===== src/rtl/serial_addsub_pkg.sv =====
// serial_addsub_pkg: shared state encoding and mode constants for the bit-serial adder/subtractor.
package serial_addsub_pkg;
  typedef enum logic [1:0] {IDLE, RUN, DONE} state_e;
  localparam logic MODE_ADD = 1'b0;
  localparam logic MODE_SUB = 1'b1;
endpackage


===== src/rtl/full_adder_cell.sv =====
// full_adder_cell: combinational 1-bit full adder, the arithmetic core of serial_addsub.
module full_adder_cell (
  input  logic a,
  input  logic b,
  input  logic ci,
  output logic s,
  output logic co
);
  assign s  = a ^ b ^ ci;
  assign co = (a & b) | (ci & (a ^ b));
endmodule


===== src/rtl/serial_addsub.sv =====
// serial_addsub: LSB-first bit-serial add/subtract with start/busy/done handshake.
// Define SERIAL_ADDSUB_OVF_EN to enable the signed-overflow output; otherwise ovf is tied low.
module serial_addsub
  import serial_addsub_pkg::*;
#(
  parameter  int WIDTH = 8,
  localparam int CW    = $clog2(WIDTH)
) (
  input  logic             clk,
  input  logic             rst_n,
  input  logic             start,
  input  logic             mode,
  input  logic [WIDTH-1:0] a,
  input  logic [WIDTH-1:0] b,
  input  logic             cin,
  output logic             busy,
  output logic             done,
  output logic [WIDTH-1:0] sum,
  output logic             cout,
  output logic             eq,
  output logic             ovf
);
  localparam logic [CW-1:0] LAST = CW'(WIDTH - 1);
  state_e           state_q, state_d;
  logic [WIDTH-1:0] a_q, a_d, b_q, b_d, res_q, res_d, sum_q, sum_d;
  logic [CW-1:0]    cnt_q, cnt_d;
  logic             carry_q, carry_d, acc_q, acc_d, mode_q, mode_d;
  logic             cout_q, cout_d, eq_q, eq_d;
  logic             fa_s, fa_co, take, last;

  assign take = start && state_q != RUN;
  assign last = cnt_q == LAST;

  full_adder_cell u_fa (.a(a_q[0]), .b(b_q[0]), .ci(carry_q), .s(fa_s), .co(fa_co));

  always_ff @(posedge clk or negedge rst_n)
    if (!rst_n) state_q <= IDLE;
    else        state_q <= state_d;

  always_comb
    state_d = take ? RUN : state_q == RUN ? (last ? DONE : RUN) : IDLE;

  always_comb begin
    busy = state_q == RUN;
    done = state_q == DONE;
  end

  // b is stored pre-inverted in subtract mode; mode_q recovers the raw bit for the eq chain
  always_comb begin
    a_d     = a_q;
    b_d     = b_q;
    res_d   = res_q;
    cnt_d   = cnt_q;
    carry_d = carry_q;
    acc_d   = acc_q;
    mode_d  = mode_q;
    sum_d   = sum_q;
    cout_d  = cout_q;
    eq_d    = eq_q;
    if (take) begin
      a_d     = a;
      b_d     = mode == MODE_SUB ? ~b : b;
      mode_d  = mode;
      carry_d = mode == MODE_SUB ? 1'b1 : cin;
      acc_d   = 1'b1;
      cnt_d   = '0;
    end else if (state_q == RUN) begin
      a_d     = a_q >> 1;
      b_d     = b_q >> 1;
      res_d   = {fa_s, res_q[WIDTH-1:1]};
      carry_d = fa_co;
      acc_d   = acc_q & ~(a_q[0] ^ b_q[0] ^ mode_q);
      cnt_d   = cnt_q + CW'(1);
      if (last) begin
        sum_d  = res_d;
        cout_d = fa_co;
        eq_d   = acc_d;
      end
    end
  end

  always_ff @(posedge clk or negedge rst_n)
    if (!rst_n) begin
      a_q     <= '0;
      b_q     <= '0;
      res_q   <= '0;
      cnt_q   <= '0;
      carry_q <= 1'b0;
      acc_q   <= 1'b0;
      mode_q  <= MODE_ADD;
      sum_q   <= '0;
      cout_q  <= 1'b0;
      eq_q    <= 1'b0;
    end else begin
      a_q     <= a_d;
      b_q     <= b_d;
      res_q   <= res_d;
      cnt_q   <= cnt_d;
      carry_q <= carry_d;
      acc_q   <= acc_d;
      mode_q  <= mode_d;
      sum_q   <= sum_d;
      cout_q  <= cout_d;
      eq_q    <= eq_d;
    end

  assign sum  = sum_q;
  assign cout = cout_q;
  assign eq   = eq_q;

`ifdef SERIAL_ADDSUB_OVF_EN
  // carry_q during the last RUN cycle is the carry into the MSB cell
  logic ovf_q;
  always_ff @(posedge clk or negedge rst_n)
    if (!rst_n)                        ovf_q <= 1'b0;
    else if (state_q == RUN && last && !take) ovf_q <= carry_q ^ fa_co;
  assign ovf = ovf_q;
`else
  assign ovf = 1'b0;
`endif
endmodule


===== config.mk =====
export PLATFORM = sky130hd
export DESIGN_NAME = serial_addsub
export DESIGN_NICKNAME = d
export VERILOG_FILES = /design/src/rtl/serial_addsub_pkg.sv /design/src/rtl/full_adder_cell.sv /design/src/rtl/serial_addsub.sv
export SDC_FILE = /design/constraint.sdc
export NUM_CORES = 1
export LEC_CHECK = 0
export CORE_ASPECT_RATIO = 1.5
export CORE_MARGIN = 3
export CORE_UTILIZATION = 52
export CTS_CLUSTER_SIZE = 25
export DETAILED_ROUTE_END_ITERATION = 8
export PLACE_DENSITY = 0.87
export REMOVE_ABC_BUFFERS = 1
export SLEW_MARGIN = 20
export SYNTH_ARGS = -nofsm -noshare
export SYNTH_HDL_FRONTEND = slang
export SYNTH_SLANG_ARGS = --single-unit

===== constraint.sdc =====
create_clock -name clk -period 1.7 [get_ports clk]
set_clock_uncertainty 0.05 [all_clocks]
set_input_delay 0.34 -clock clk [delete_from_list [all_inputs] [get_ports clk]]
set_output_delay 0.34 -clock clk [all_outputs]
set_load 0.1 [all_outputs]

Yosys cells after proc, flatten, opt, wreduce, memory -nomap -nowiden
Cells that the tools add are included.
{ "op_classes": {"n_addsub": 1, "eq_ne": 4, "mux": 15, "n_bitwise": 10, "reduce_logical": 4} }
{ "ops": {"columns": ["op", "n"], "rows": [
  ["8-bit two-way mux", 5],
  ["8-bit inverter", 1],
  ["2-bit two-way mux", 3],
  ["3-bit two-way mux", 2],
  ["1-bit two-way mux", 5],
  ["3-bit by 1-bit adder with 3-bit output (second input constant)", 1],
  ["1-bit AND", 3],
  ["3-bit equality test (second input constant)", 1],
  ["3-bit AND reduction", 1],
  ["1-bit XOR", 3],
  ["2-bit by 1-bit equality test with 1-bit output (second input constant)", 1],
  ["2-bit equality test (second input constant)", 1],
  ["2-bit by 1-bit inequality test with 1-bit output (second input constant)", 1],
  ["1-bit inverter", 2],
  ["2-bit AND reduction", 1],
  ["2-bit nonzero test", 1],
  ["1-bit logical AND", 1],
  ["1-bit OR", 1]
]} }
{ "word_totals": {"regBits": 42, "out_inout_bits": 13, "elab_cells": 45} }

Logic depth before layout (Yosys ltp)
{ "depth": {"depth_word": 6, "ltp_mapped": 6} }

By module
A second synthesis with hierarchy kept.
{ "hier_totals": {"cells_unflattened": 167, "area_unflattened_um2": 1891.8} }
{ "modules_own_cells": {"columns": ["mod", "n_inst", "cells_per_inst", "area_per_inst_um2"], "rows": [
  ["serial_addsub", 1, 166, 1871.8],
  ["full_adder_cell", 1, 1, 20.0]
]} }

Least setup slack after synthesis
OpenSTA, ideal clock, no wires.
{ "synth_timing": {"path_type": "register to output", "startpoint": "register state_q[0]", "endpoint": "output port done", "t_arrival_ns": 1.192, "slack_ns": 0.118, "stages_incl_launch_ff": 2, "n_path_buf": 0, "cell_sequence": "dfrtp_1 and2b_1"} }
{ "synth_via": {"elab_chain_cells": 1} }
{ "synth_rtl": {"columns": ["item", "line_no", "text"], "rows": [
  ["start, declared", "serial_addsub.sv:24", "state_e state_q, state_d;"],
  ["start signal, assigned", "serial_addsub.sv:38", "else state_q <= state_d;"],
  ["2-bit equality test", "serial_addsub.sv:45", "done = state_q == DONE;"],
  ["end, declared", "serial_addsub.sv:17", "output logic done,"]
]} }
No other way between the ends.

Final worst setup path
{ "layout_timing": {"startpoint": "register state_q[1]", "endpoint": "output port busy"} }
{ "layout_via": {"elab_chain_cells": 1} }
{ "layout_rtl": {"columns": ["item", "line_no", "text"], "rows": [
  ["2-bit by 1-bit equality test with 1-bit output", "serial_addsub.sv:44", "busy = state_q == RUN;"],
  ["end, declared", "serial_addsub.sv:16", "output logic busy,"]
]} }
No other way between the ends.

==> metrics.cfg <==
[cts]
htree_levels = 2
post_cts_buffers = 0
clock-sinks = 41
clock_latency_ns = 0.30
cts_tree = yes
numCtsBuffers = 5
clockRootBuffer = clkbuf_8
cts.clk_slew.worst_paths_ns = 0.08
clock_path_buffers = 2

[timing]
finalWorstSetupSlack_ns = 0.0808
rsz0062_at_grt = no
finalSetupViolations = 0
min_period_over_period = 0.952
hold_violations = 0
fmax_ghz = 0.618
min_period_ns = 1.62
final_max_slew_viol_count = 0

[synth]
netlist_instances = 167
yosys_warnings = 0
synth_seq_cells = 41
netlist_area_sq_um = 1890
avgSynthCellArea_sq_um = 11.3
synth_cell_types = 24
synth_seq_area_share = 0.542

[place]
io_buffer_count = 32
pre_cts_ws_ns = 0.106
gp_congestion = 0.765
dp_hpwl_um = 2450

[global_route]
gr-usage-met1 = 0.205
grt_pass1_wl_um = 5710
grt_use_total = 0.171
grt_pass1_vias = 1210
grt_use_met2 = 0.269
overflow = 0
grt_max_degree = 42
grt.busiest_layer = met2
grtUsageMet3 = 0.0631
antenna_found_initial = 0

[flow_run]
drv_cap = 0

[finish]
layout_commonest_cell = nand2_1
final_cell_mix = 44 x nand2_1, 40 x dfrtp_1, 19 x clkdlybuf4s50_1, 15 x mux2i_1, 14 x o21ai_0
antenna_cells = 0
area_growth_syn_to_layout_pct = 29.0
drive_gt1_frac = 0.199
nets = 225

[detailed_routing]
via_count = 1250
first_pass_iters = 4
drc = 0
wl_per_cell_um = 14.1
viasPerCell = 5.14
drt-initial-drc-count = 23
ant_nets = 0
wirelength_um = 3430

[power_and_ir_drop]
netSwitchingFraction = 0.451
pwr-share-clk = 0.128
power_switching_uw = 2210
power_uw = 4900
intPower_uw = 2690
leakagePower_uw = 0.00119
ir_drop_uv = 1540
p_seq_frac = 0.352
power.density_nw_per_um2 = 2010
comb_power_share = 0.520

[floorplanning]
core_sq_um = 3450
die_w_um = 55.3
num_rows = 26
dieArea_sq_um = 4410
num_io_pins = 34
initial_core_util = 0.549
die_y_um = 79.9

[worst_setup_path]
cp-end-kind = primary output
arrival_ns = 1.23
required_ns = 1.31
worstPathMaxFanout = 14
criticalPathCategory = flop to primary output
startpoint_type = flop

[run_status]
status = finished, final reports clean

[hold_path]
hold_path.class = input pin to async pin

-- flip-flops by register name, indices dropped and copies added, names as in the netlist, 2 cells and up --
signal / count
a_q: 8
sum: 8
b_q: 8
cnt_q: 3
res_q: 7
state_q: 2
-- stage by stage --
stage / setup TNS (ns) / util / std cells / instance area [sq um] / hold slack [ns]
floorplan: -0.147 / - / 156 / 1810 / -0.00559
global placement: 0 / 0.681 / 235 / 2350 / 0.367
detailed placement: 0 / 0.681 / 235 / 2350 / 0.376
CTS: 0 / 0.708 / 243 / 2440 / 0.0486
global route: 0 / 0.708 / 243 / 2440 / 0.0668
finish: 0 / 0.708 / 243 / 2440 / 0.0303
-- worst paths after layout --
| kind | from | endpoint | slack, ns | cells past startpoint |
|---|---|---|---|---|
| setup / recovery | state_q[1] | busy | 0.08 | 3 |
| hold / removal | rst_n | sum[2] | 0.03 | 2 |
| setup reg to reg | cnt_q[0] | sum[1] | 0.16 | 4 |
| hold reg to reg | a_q[2] | a_q[1] | 0.44 | 2 |
| max in group asynchronous | rst_n | state_q[0] | 1.20 | 2 |
| min in group clk | a_q[2] | a_q[1] | 0.44 | 2 |
-- power by group through the flow --
stage,registers [uW],logic (uW),clock network [uW]
2_1_floorplan,2320,1020,0
3_3_place_gp,1700,2470,0
3_5_place_dp,1740,2560,0
4_1_cts,1720,2570,644
5_1_grt,1770,2740,691
6_report,1720,2550,629
-- cells in the mapped netlist --
library cell	count	area share
buf_6	2	0.012
and2b_1	1	0.0040
xnor2_1	2	0.0093
nand2b_2	1	0.0046
ha_1	3	0.020
fa_1	1	0.011
nor3b_1	1	0.0040
conb_1	1	0.0020
nor2_1	3	0.0060
dfrtp_1	41	0.54
xor2_1	7	0.032
nand2_1	44	0.087
buf_4	6	0.024
nand3b_4	1	0.011
buf_2	3	0.0079
a21oi_1	1	0.0026
mux2_2	4	0.024
inv_2	1	0.0020
nand3b_1	2	0.0079
o21ai_0	14	0.037
o21ai_1	5	0.013
inv_1	1	0.0020
mux2_4	7	0.056
mux2i_1	15	0.079
-- critical path, cell delays in order, from the launching register on --
cell and delay (ns):
dfrtp_1 0.40, nand2b_4 0.22, inv_2 0.13, buf_12 0.18
-- logic make-up (layout without fill, tap and decap cells) --
group / Yosys count / count (layout) / share of synthesized area
fa+ha+maj: 4 / 4 / 0.0304
simple gates: 53 / 53 / 0.124
compound gates: 20 / 20 / 0.0529
buf+inv: 13 / 47 / 0.0476
other cells: 1 / 1 / 0.00198
xor+xnor: 9 / 9 / 0.0417
flops: 41 / 41 / 0.542
mux: 26 / 26 / 0.159
-- layout make-up --
type,instances,area (sq um)
Clock inverter,2,15.0
Fill cell,230,1010
Multi-Input combinational cell,113,781
Clock buffer,6,72.6
Sequential cell,41,1030
Tap cell,42,52.6
Timing Repair Buffer,37,485
Inverter,2,7.51
-- routing by layer --
metal | wire (um) | part of all wire
met5 | 0 | 0
met2 | 1770 | 0.51
met1 | 1410 | 0.41
met4 | 72 | 0.021
met3 | 183 | 0.053
-- timing repair --
item,CTS,global route
endpoints found under the hold margin,0,0
cloned,0,0
setup endpoints to repair,1,1
hold buffers,0,0
gates resized for setup,1,1
Power figures use the tool's default switching activity.
